==> src/rtl/req_encoder.sv <==
// -----------------------------------------------------------------------------
// req_encoder
//
// Sequential priority encoder. Multi-hot request events are collected into a
// pending register and served one binary index at a time through a
// valid/ready output stage. A served line is cleared from pending; repeated
// events on a line that is already pending coalesce into a single entry.
//
// Configuration macro:
//   REQ_ENCODER_RR_EN  defined   -> round-robin selection. The search starts
//                                   one above the last served index and wraps.
//                      undefined -> fixed priority, lowest index wins. No
//                                   pointer register exists in this build.
//
// Parameters:
//   IN_WIDTH   number of request lines (>= 2, power of 2)
//   OUT_WIDTH  width of the encoded index, $clog2(IN_WIDTH)
//
// Ports:
//   clk        clock, rising edge
//   rst_n      asynchronous active-low reset
//   en         request capture enable (0 masks req_in; pending still drains)
//   clr        synchronous clear of pending, output stage and pointer
//   req_in     request events, one event per line per cycle the bit is high
//   out_valid  out_idx holds a served request
//   out_ready  consumer accepts out_idx
//   out_idx    binary index of the served line
//   pend       registered pending vector, not yet selected
//   busy       out_valid | (|pend)
// -----------------------------------------------------------------------------
module req_encoder #(
  parameter int IN_WIDTH  = 16,
  parameter int OUT_WIDTH = $clog2(IN_WIDTH)
) (
  input  logic                 clk,
  input  logic                 rst_n,
  input  logic                 en,
  input  logic                 clr,
  input  logic [IN_WIDTH-1:0]  req_in,
  output logic                 out_valid,
  input  logic                 out_ready,
  output logic [OUT_WIDTH-1:0] out_idx,
  output logic [IN_WIDTH-1:0]  pend,
  output logic                 busy
);

  logic [IN_WIDTH-1:0]  cand;      // pending plus this cycle's accepted events
  logic                 load;      // output stage is empty or being emptied
  logic [OUT_WIDTH-1:0] sel_idx;   // winner of the selection over cand
  logic [IN_WIDTH-1:0]  sel_mask;  // one-hot of sel_idx
  logic                 cand_any;

  assign cand     = pend | (en ? req_in : '0);
  assign cand_any = |cand;
  assign load     = !out_valid || out_ready;
  assign sel_mask = IN_WIDTH'(1) << sel_idx;

`ifdef REQ_ENCODER_RR_EN
  // Index of the most recently loaded line. Resets to the top line so the
  // first search starts at index 0.
  logic [OUT_WIDTH-1:0] ptr;
  logic [OUT_WIDTH-1:0] probe;
  logic                 found;

  // Walk upward from ptr+1. IN_WIDTH is a power of 2, so truncating the sum
  // to OUT_WIDTH bits gives the modulo wrap for free.
  always_comb begin
    // NOTE: every variable assigned in a combinational block gets a default
    // first; otherwise a path that skips the assignment infers a latch.
    sel_idx = '0;
    found   = 1'b0;
    probe   = '0;
    for (int i = 0; i < IN_WIDTH; i++) begin
      probe = ptr + OUT_WIDTH'(i + 1);
      if (!found && cand[probe]) begin
        found   = 1'b1;
        sel_idx = probe;
      end
    end
  end

  always_ff @(posedge clk or negedge rst_n) begin
    if (!rst_n) begin
      ptr <= OUT_WIDTH'(IN_WIDTH - 1);
    end else if (clr) begin
      ptr <= OUT_WIDTH'(IN_WIDTH - 1);
    end else if (load && cand_any) begin
      ptr <= sel_idx;
    end
  end
`else
  logic found;

  // Fixed priority: the first set bit scanning upward from 0 wins.
  always_comb begin
    // NOTE: every variable assigned in a combinational block gets a default
    // first; otherwise a path that skips the assignment infers a latch.
    sel_idx = '0;
    found   = 1'b0;
    for (int i = 0; i < IN_WIDTH; i++) begin
      if (!found && cand[i]) begin
        found   = 1'b1;
        sel_idx = OUT_WIDTH'(i);
      end
    end
  end
`endif

  // Pending register and output stage. A line loaded this cycle is masked out
  // of the new pending value, so an event arriving on it in the same cycle is
  // consumed by the load. While stalled, everything in cand stays pending,
  // including a line that currently sits in the output stage.
  always_ff @(posedge clk or negedge rst_n) begin
    // NOTE: state registers use non-blocking assignments so every flop
    // samples the pre-edge values, independent of statement order.
    if (!rst_n) begin
      pend      <= '0;
      out_valid <= 1'b0;
      out_idx   <= '0;
    end else if (clr) begin
      pend      <= '0;
      out_valid <= 1'b0;
    end else if (load) begin
      if (cand_any) begin
        out_valid <= 1'b1;
        out_idx   <= sel_idx;
        pend      <= cand & ~sel_mask;
      end else begin
        out_valid <= 1'b0;
        pend      <= '0;
      end
    end else begin
      pend <= cand;
    end
  end

  assign busy = out_valid | (|pend);

endmodule

==> config.mk <==
export PLATFORM = sky130hd
export DESIGN_NAME = req_encoder
export DESIGN_NICKNAME = d
export VERILOG_FILES = /design/src/rtl/req_encoder.sv
export SDC_FILE = /design/constraint.sdc
export NUM_CORES = 1
export LEC_CHECK = 0
export CAP_MARGIN = 0
export CORE_MARGIN = 4
export CORE_UTILIZATION = 30
export CTS_CLUSTER_SIZE = 16
export DETAILED_ROUTE_END_ITERATION = 10
export PLACE_DENSITY_LB_ADDON = 0.05
export RECOVER_POWER = 50
export REMOVE_ABC_BUFFERS = 1
export SLEW_MARGIN = 5
export SYNTH_ARGS = -nofsm -noshare
export SYNTH_HDL_FRONTEND = slang
export SYNTH_SLANG_ARGS = --single-unit
==> constraint.sdc <==
create_clock -name clk -period 4.9 [get_ports clk]
set_input_delay 0.98 -clock clk [delete_from_list [all_inputs] [get_ports clk]]
set_output_delay 0.98 -clock clk [all_outputs]
set_load 0.1 [all_outputs]
==> out/qor.csv, run 1 <==
stage,metric,value,unit
outcome,status,finished clean,
synth,syn_area_per_cell,9.66,um2
min_path,hp-class,flip-flop to flip-flop,
timing,skew,0.00217,ns
timing,rsz0062_at_grt,false,
global_routing,overflow,0,
synth,seq_area_frac_synth,0.386,
timing,max_freq,0.283,GHz
clocking,cts_buffer_depth,2,
global_routing,grt_pass1_wl,7.18,mm
detailed_routing,route.met2.wl,2.06,mm
placement,io_buffers,42,
die,num_rows,24,
cells_and_area,drive_above_1_share,0.152,
clocking,holdBufCountCts,0,
clocking,insertion_delay,0.26,ns
timing,period_share,0.722,
timing,fin_tns_setup,0,ns
detailed_routing,via_count,1321,
synth,syn_inst,141,
detailed_routing,firstDrtPassIters,4,
setup_path,r2r_cells,6,
placement,dp.cells,232,
setup_path,start_kind,flip-flop,
placement,dpl.hpwl,3.50,mm
timing,relSlewSlack,0.312,
clocking,cts_buffers,3,
cells_and_area,final_cell_mix,"31 x clkdlybuf4s50_1, 21 x dfrtp_1, 16 x nor2_1, 11 x dlygate4sd3_1, 10 x a21oi_1",
detailed_routing,wirelength,4.45,mm
timing,setup_viol,0,
placement,postPlaceCellArea,1810,um2
detailed_routing,drtIter0Drc,36,
die,core,4380,um2
clocking,tritoncts,done,
global_routing,grt_pass1_vias,1407,
clocking,cts_resized,0,
global_routing,antenna_found_initial,0,
synth,synth_cell_types,42,
setup_path,cp_data_required_time,3.92,ns
timing,finalCriticalPeriod,3.54,ns
clocking,clkTransAtPathRegs,0.08,ns
clocking,htreeDepth,1,
die,start_util,0.311,
pwr,p_leak,0.775,nW
cells_and_area,fin_cells,236,
min_path,whs_path_depth,1,
cells_and_area,antenna_cells,0,
synth,syn_area,1360,um2
clocking,cts-root-buf,clkbuf_8,
cells_and_area,area_growth,36.1,%
setup_path,timing.rr.start,pend[12]$_DFF_PN0_,
setup_path,end_kind,output pin,
pwr,power.density,328,nW/um2
timing,slew_viol_final,0,
die,dieArea,5680,um2
min_path,worstHoldStart,out_idx[2]$_DFFE_PN0P_,
detailed_routing,via_per_inst,5.60,
synth,yosysWarningCount,0,
global_routing,grt_max_degree,27,
detailed_routing,routed-wl-met3,212,um
die,die_height,75.4,um
setup_path,r2r_end,pend[13]$_DFF_PN0_,
setup_path,cp_max_fo,4,
setup_path,crit_type,flip-flop to output pin,
die,die_x,75.4,um
cells_and_area,stdcell_area,1850,um2
detailed_routing,wl_per_cell,18.8,um
run,cap_viol_max_count,0,
detailed_routing,drtAntennaViolNets,0,
synth,synth_seq_cells,21,
cells_and_area,nets,206,
setup_path,arrival,2.56,ns
timing,worstMarginPinSlew,1.03,ns
clocking,cts_sinks,21,
placement,place.gp.congestion,0.835,
min_path,min_to,out_idx[2]$_DFFE_PN0P_,
global_routing,grtUsageTotal,0.170,
die,io_pins,43,
detailed_routing,highest_layer,met4,
detailed_routing,drt-met1-wl,2.13,mm
timing,finalHoldViolations,0,
detailed_routing,drc,0,
pwr,vdd_ir_drop_max,124,uV
clocking,postCtsSetupBuffers,0,
cells_and_area,layout_commonest_cell,clkdlybuf4s50_1,
setup_path,ff2ff_setup_slack,2.58,ns
[logic make-up after synthesis]
family	Yosys count	share of synthesized area
flip-flops	21	0.386
AND/OR/NAND/NOR	49	0.193
multiplexers	2	0.0165
AO/OA/AOI/OAI	61	0.364
buffers and inverters	8	0.0413
[worst max path at each step]
stage,to,startpoint,cells past startpoint,slack (ns)
3_5_place_dp,pend[13]$_DFF_PN0_,en,8,1.52
3_3_place_gp,pend[13]$_DFF_PN0_,en,8,1.42
2_1_floorplan,busy,pend[4]$_DFF_PN0_,4,1.63
5_1_grt,busy,pend[12]$_DFF_PN0_,5,1.24
6_report,busy,pend[12]$_DFF_PN0_,5,1.36
4_1_cts,busy,pend[12]$_DFF_PN0_,5,1.39
[state kept, by name, summed over array words and instances (netlist names)]
name	flops
out_idx	4
out_valid	1
pend	16
[cells in the mapped netlist]
master     instances  area (um2)
dfrtp_1           21         526
nor2_1            16        60.1
a21oi_1           10        50.1
nand2_1            9        33.8
a21o_1             7        52.6
a211oi_1           6        45.0
nand4_1            5        31.3
o21ai_2            5        43.8
a211oi_2           4        50.1
inv_1              4        15.0
nor2b_1            4        25.0
nor3_1             4        20.0
o21ai_0            4        20.0
buf_6              3        33.8
a21oi_2            2        17.5
a311oi_1           2        17.5
mux2_2             2        22.5
nand2b_1           2        12.5
nand4_2            2        25.0
nor4_1             2        12.5
o211a_1            2        20.0
o21a_1             2        15.0
o21ai_1            2        10.0
o311a_1            2        20.0
o31ai_1            2        15.0
a211o_2            1        10.0
a21oi_4            1        16.3
a31o_2             1        8.76
a31oi_1            1        6.26
a32oi_1            1        8.76
and3_1             1        6.26
buf_4              1        7.51
nand2_2            1        6.26
nor4b_2            1        15.0
o211ai_1           1        7.51
o211ai_2           1        12.5
o21ba_2            1        10.0
o2bb2ai_1          1        8.76
o311ai_1           1        8.76
o31ai_4            1        21.3
or2_4              1        8.76
or3_1              1        6.26
[power breakdown]
part | total, mW | switching, mW | internal (mW)
logic | 0.291 | 0.214 | 0.0770
registers | 0.201 | 0.0125 | 0.189
clock network | 0.116 | 0.0589 | 0.0567
total | 0.608 | 0.286 | 0.322
[cell type report]
type	instances	area, um2
Tap cell	52	65.1
Clock buffer	3	41.3
Multi-Input combinational cell	112	774
Inverter	4	15.0
Clock inverter	1	5.00
Sequential cell	21	526
Timing Repair Buffer	43	428
Fill cell	453	2530
[critical path, stage by stage, from the launching register on]
cell and delay (ns):
dfrtp_1 0.43, nor2_1 0.33, nand4_1 0.17, nor4_1 0.25, nand4_1 0.14, clkdlybuf4s50_1 0.98
[metal layers]
layer  up-vias  GRT usage
met2        38      0.273
met3         4     0.0264
li1        640          -
met4         0     0.0466
met1       639      0.236
met5         -          0
[stage by stage]
stage / setup slack (ns) / total power [mW] / utilization / hold slack (ns)
2_1_floorplan: 1.63 / 0.409 / - / 0.684
3_3_place_gp: 1.42 / 0.504 / 0.414 / 0.468
3_5_place_dp: 1.52 / 0.501 / 0.414 / 0.476
4_1_cts: 1.39 / 0.623 / 0.424 / 0.500
5_1_grt: 1.24 / 0.646 / 0.423 / 0.504
6_report: 1.36 / 0.608 / 0.423 / 0.489
No activity file was read; power rests on OpenSTA's default activity.
==> run 2: changes to the inputs <==
==> constraint.sdc (replaced) <==
create_clock -name clk -period 3.1 [get_ports clk]
set_input_delay 0.62 -clock clk [delete_from_list [all_inputs] [get_ports clk]]
set_output_delay 0.62 -clock clk [all_outputs]
set_load 0.1 [all_outputs]
==> run 2 against run 1 <==
Against the previous run: flip-flop and latch count did not move; total power rose by 58%; die area did not move; register-to-register slack got worse by 1.6 ns; global-route usage fell by 0.22 points; sequential power rose by 58%; clock power rose by 63%.
==> out/qor.csv, run 2 (synthesis results as in run 1) <==
stage,metric,value,unit
outcome,status,finished clean,
timing,relSlewSlack,0.192,
timing,period_share,0.813,
placement,dp_slack,0.280,ns
timing,worstMarginPinSlew,1.21,ns
cells_and_area,fillCellCount,459,
cells_and_area,largest_reg_flops,16,
cells_and_area,drive_above_1_share,0.229,
global_routing,grtUsageTotal,0.167,
cells_and_area,top_regs,"pend (16), out_idx (4), out_valid (1)",
pwr,power.density,532,nW/um2
global_routing,grt_pass1_vias,1386,
placement,postPlaceCellArea,1800,um2
detailed_routing,wl_per_cell,18.2,um
detailed_routing,drc,0,
clocking,insertion_delay,0.27,ns
timing,max_freq,0.397,GHz
global_routing,grt_pass1_wl,7.11,mm
timing,slew_viol_final,0,
clocking,tritoncts,done,
setup_path,cp_data_required_time,2.48,ns
clocking,htreeDepth,1,
clocking,clkTransAtPathRegs,0.08,ns
global_routing,grt_max_degree,27,
cells_and_area,stdcell_area,1800,um2
cells_and_area,antenna_cells,0,
timing,skew,0.00788,ns
placement,io_buffers,42,
global_routing,overflow,0,
timing,finalCriticalPeriod,2.52,ns
timing,setup_viol,0,
detailed_routing,wirelength,4.37,mm
detailed_routing,drtIter0Drc,25,
timing,finalWorstSetupSlack,0.580,ns
cells_and_area,area_growth,32.3,%
clocking,cts_resized,0,
clocking,holdBufCountCts,0,
cells_and_area,final_cell_mix,"21 x dfrtp_1, 19 x clkdlybuf4s50_1, 16 x nor2_1, 14 x buf_4, 12 x clkbuf_1",
run,cap_viol_max_count,0,
cells_and_area,nets,210,
clocking,postCtsSetupBuffers,0,
timing,finalHoldViolations,0,
die,start_util,0.311,
die,dieArea,5680,um2
die,io_pins,43,
detailed_routing,firstDrtPassIters,4,
setup_path,start_kind,flip-flop,
pwr,vdd_ir_drop_max,219,uV
detailed_routing,via_per_inst,5.51,
global_routing,antenna_found_initial,0,
setup_path,end_kind,output pin,
pwr,finalPower,0.958,mW
min_path,hp-class,flip-flop to flip-flop,
die,die_x,75.4,um
clocking,cts-root-buf,clkbuf_8,
die,core,4380,um2
clocking,cts_sinks,21,
timing,fin_tns_setup,0,ns
timing,rsz0062_at_grt,false,
detailed_routing,drtAntennaViolNets,0,
clocking,cts_buffers,3,
die,die_height,75.4,um
die,num_rows,24,
clocking,cts_buffer_depth,2,
pwr,p_leak,0.766,nW
placement,place.gp.congestion,0.922,
cells_and_area,largest_register,pend,
setup_path,cp_max_fo,3,
cells_and_area,layout_commonest_cell,dfrtp_1,
setup_path,crit_type,flip-flop to output pin,
placement,dpl.hpwl,3.45,mm
detailed_routing,via_count,1322,
setup_path,arrival,1.90,ns
==> run 2: cell count changes in the layout (fill, tap and decap cells not counted), sizes merged <==
cell,previous run,this run
buf,1,15
clkbuf,3,15
clkdlybuf4s50,31,19
dlygate4sd3,11,1
==> run 2: report_power, final <==
| part | switching [mW] | total, mW | internal (mW) |
|---|---|---|---|
| Sequential | 0.0197 | 0.318 | 0.298 |
| Combinational | 0.340 | 0.452 | 0.112 |
| Clock | 0.0987 | 0.189 | 0.0898 |
==> run 2: metrics by stage <==
stage                      util  std cells  hold WS [ns]
final                     0.411        240         0.485
after global routing      0.411        240         0.516
after CTS                 0.422        240         0.501
after detailed placement  0.411        236         0.472
after global placement    0.411        236         0.466
after floorplan               -        137         0.324
==> run 2: per-layer routing <==
layer / vias to the layer above / global-route usage / wire length [um]
met3: 6 / 0.0303 / 277
met2: 49 / 0.276 / 2110
met4: 0 / 0.0544 / 42
met5: - / 0 / 0
li1: 640 / - / -
met1: 627 / 0.221 / 1930
==> run 2: cell type report <==
type | instances | area (um2) | area share
well taps | 52 | 65.1 | 0.0361
clock inverters | 1 | 5.00 | 0.00278
flip-flops and latches | 21 | 526 | 0.291
multi-input cells | 112 | 781 | 0.433
inverters | 4 | 15.0 | 0.00833
clock buffers | 3 | 41.3 | 0.0229
repair buffers | 47 | 370 | 0.205
==> run 2: worst paths after layout <==
path                                             start                endpoint  slack, ns  cells after the start
worst max-delay path                 pend[4]$_DFF_PN0_                    busy       0.58                      5
worst min-delay path            out_idx[2]$_DFFE_PN0P_  out_idx[2]$_DFFE_PN0P_       0.49                      1
worst max register to register       pend[4]$_DFF_PN0_       pend[7]$_DFF_PN0_       0.97                      6
worst min register to register  out_idx[2]$_DFFE_PN0P_  out_idx[2]$_DFFE_PN0P_       0.49                      1
max in group asynchronous                        rst_n  out_idx[2]$_DFFE_PN0P_       1.26                      2
min in group asynchronous                        rst_n      pend[12]$_DFF_PN0_       1.12                      2
==> run 2: worst max-delay path: stages (launching register included) <==
cell	delay, ns
dfrtp_1	0.43
nor2_1	0.28
nand4_1	0.16
nor4_1	0.37
nand4_1	0.15
buf_4	0.25
==> RTL change (flow settings as in run 2) <==
The parameter `IN_WIDTH` goes from 16 to 32.
--- a/src/rtl/req_encoder.sv
+++ b/src/rtl/req_encoder.sv
@@ -29,7 +29,7 @@
 //   busy       out_valid | (|pend)
 // -----------------------------------------------------------------------------
 module req_encoder #(
-  parameter int IN_WIDTH  = 16,
+  parameter int IN_WIDTH  = 32,
   parameter int OUT_WIDTH = $clog2(IN_WIDTH)
 ) (
   input  logic                 clk,
Ports: changed (resized out_idx, pend and req_in); port bits go from 43 to 76. No check against the original RTL was run, so the function may have changed too.
==> RTL change against run 2 <==
  * The run now ends with max-capacitance violations, max-slew violations left
  * Design area increased by 100%
  * Sequential share of layout area decreased by 3.3 points
  * Utilization increased by 2.7 points
  * Total power increased by 92%
  * Register-to-register slack got worse by 0.49 ns
  * Global-route usage increased by 1.0 points
  * Setup slack got worse by 0.35 ns
  * Clock skew decreased by 0.0021 ns
  * Routed wire length increased by 100%
  * Area after synthesis increased by 93%
  * Count of clock-buffer cells in the layout increased by 5
  * Clock power increased by 110%
  * Sequential cell count increased by 17
  * Critical endpoint is now pend[9]$_DFF_PN0_
  * Largest cell class unchanged
==> RTL change: results (changes against run 2) <==
| Metric | Value |
|---|---|
| Grt met3 use | `2.89% (-0.14 points)` |
| M1 WL | `4310 um (+120%)` |
| Register area share after synthesis | `36.1% (-2.4 points)` |
| Max Cap Viol | `1 (+1)` |
| H-tree Lvls | `2 (+1)` |
| Max Slew Vio Count | `39 (+39)` |
| Routed wl met3 | `436 um (+57%)` |
| Grt met1 use | `26.1% (+4.0 points)` |
| Sequential cell area share | `25.9% (-3.3 points)` |
| Layout cells sized above 1 | `32.9% (+10 points)` |
| R2R setup slack | `0.48 ns (-0.49 ns)` |
| Final GP Congestion | `0.878 (-4.8%)` |
| Clock buffer count | `8 (+5)` |
| Top Family by Delay on Critical Path | `compound AO/OA/AOI/OAI gates` |
| Min-Delay Startpoint | `out_idx[0]$_DFFE_PN0P_` |
| Post-Syn Instances | `267 (+89%)` |
| Buffers, non-clock | `119 (+150%)` |
| Worst R2R End | `pend[9]$_DFF_PN0_` |
| Overall global routing resource usage | `17.7% (+1.0 points)` |
| Non-clock buffer share | `25.2% (+4.7 points)` |
| CP startpoint | `req_in[16]` |
| Cells on worst reg2reg path | `9 (+3)` |
| Largest net degree at the start of global routing | `39 (+44%)` |
| CP max stage cell | `o41ai_2` |
| Final WS setup | `0.227 ns (-0.353 ns)` |
| Main area contributors after synthesis | `dfrtp_1 36%, a211oi_2 5.7%, a21oi_1 5.7%, o21ai_0 2.9%, a21o_1 2.6%` |
| Slew Limit Headroom | `-41.2% (-60 points)` |
| Crit path largest cell delay | `0.46 ns (+0.03 ns)` |
| CP Class | `input port to register` |
| Clock Skews | `0.00578 ns (-0.00211 ns)` |
| Comb pwr share | `46.7% (-0.4 points)` |
| Pleak | `1.54 nW (+100%)` |
| Later-pin clock latency in the skew report | `0.30 ns (+0.03 ns)` |
| WL per Instance | `18.1 um (-0.59%)` |
| Synth unique cells | `58 (+38%)` |
| Invs w/o clock | `2 (-2)` |
| Placement Setup Slack | `-0.104 ns (-0.385 ns)` |
| Layout fillers | `860 (+87%)` |
| Switching share of power | `44.4% (-3.4 points)` |
| 1st-iter DRT viols | `153 (+510%)` |
| IO Port Bufs | `75 (+79%)` |
| Post-synth top cells | `38 x dfrtp_1, 30 x a21oi_1, 18 x nor2_1` |
| Vias in the first global route | `2587 (+87%)` |
| Final Non-Filler Cells | `488 (+100%)` |
| Sequential cells | `38 (+81%)` |
| Routed met2 length | `4010 um (+90%)` |
| First-pass GRT wire length | `14100 um (+99%)` |
| Area occupied by multi-input gates | `1550 um^2 (+98%)` |
| Status | `finished, violations left` |
| Failing checks | `max-capacitance violations, max-slew violations` |
| Comb_multi_in | `216 (+93%)` |
| Peak supply drop | `0.370 mV (+69%)` |
| Post-DP HPWL | `7220 um (+110%)` |
| Clock network share of area | `3.00% (+0.43 points)` |
| Number of CTS-inserted buffers | `5 (+2)` |
## RTL change: cell types whose count changed after synthesis, sizes merged, moves of 4 or more
cell,before,now
a211oi,10,18
nor3,4,10
a311oi,2,8
nor2b,4,0
a21oi,13,37
o21ai,11,24
dfrtp,21,38
nand2,10,16
nor2,16,24
nand3,0,5
and2,0,5
buf,4,11
## RTL change: cells by family (layout without fill, tap and decap cells)
family / count (synthesis) / in the layout / share of synthesized area, %
AND/OR/NAND/NOR: 90 / 90 / 20.9
multiplexers: 5 / 5 / 2.14
AO/OA/AOI/OAI: 121 / 121 / 35.7
flip-flops: 38 / 38 / 36.1
buffers and inverters: 13 / 129 / 5.13
## RTL change: stage by stage
stage	TNS, ns	area (um^2)	hold slack [ns]
after floorplan	0	2500	0.324
after global placement	-0.870	3630	0.496
after detailed placement	-2.16	3630	0.502
after CTS	0	3740	0.468
after global routing	0	3670	0.531
final	0	3670	0.512
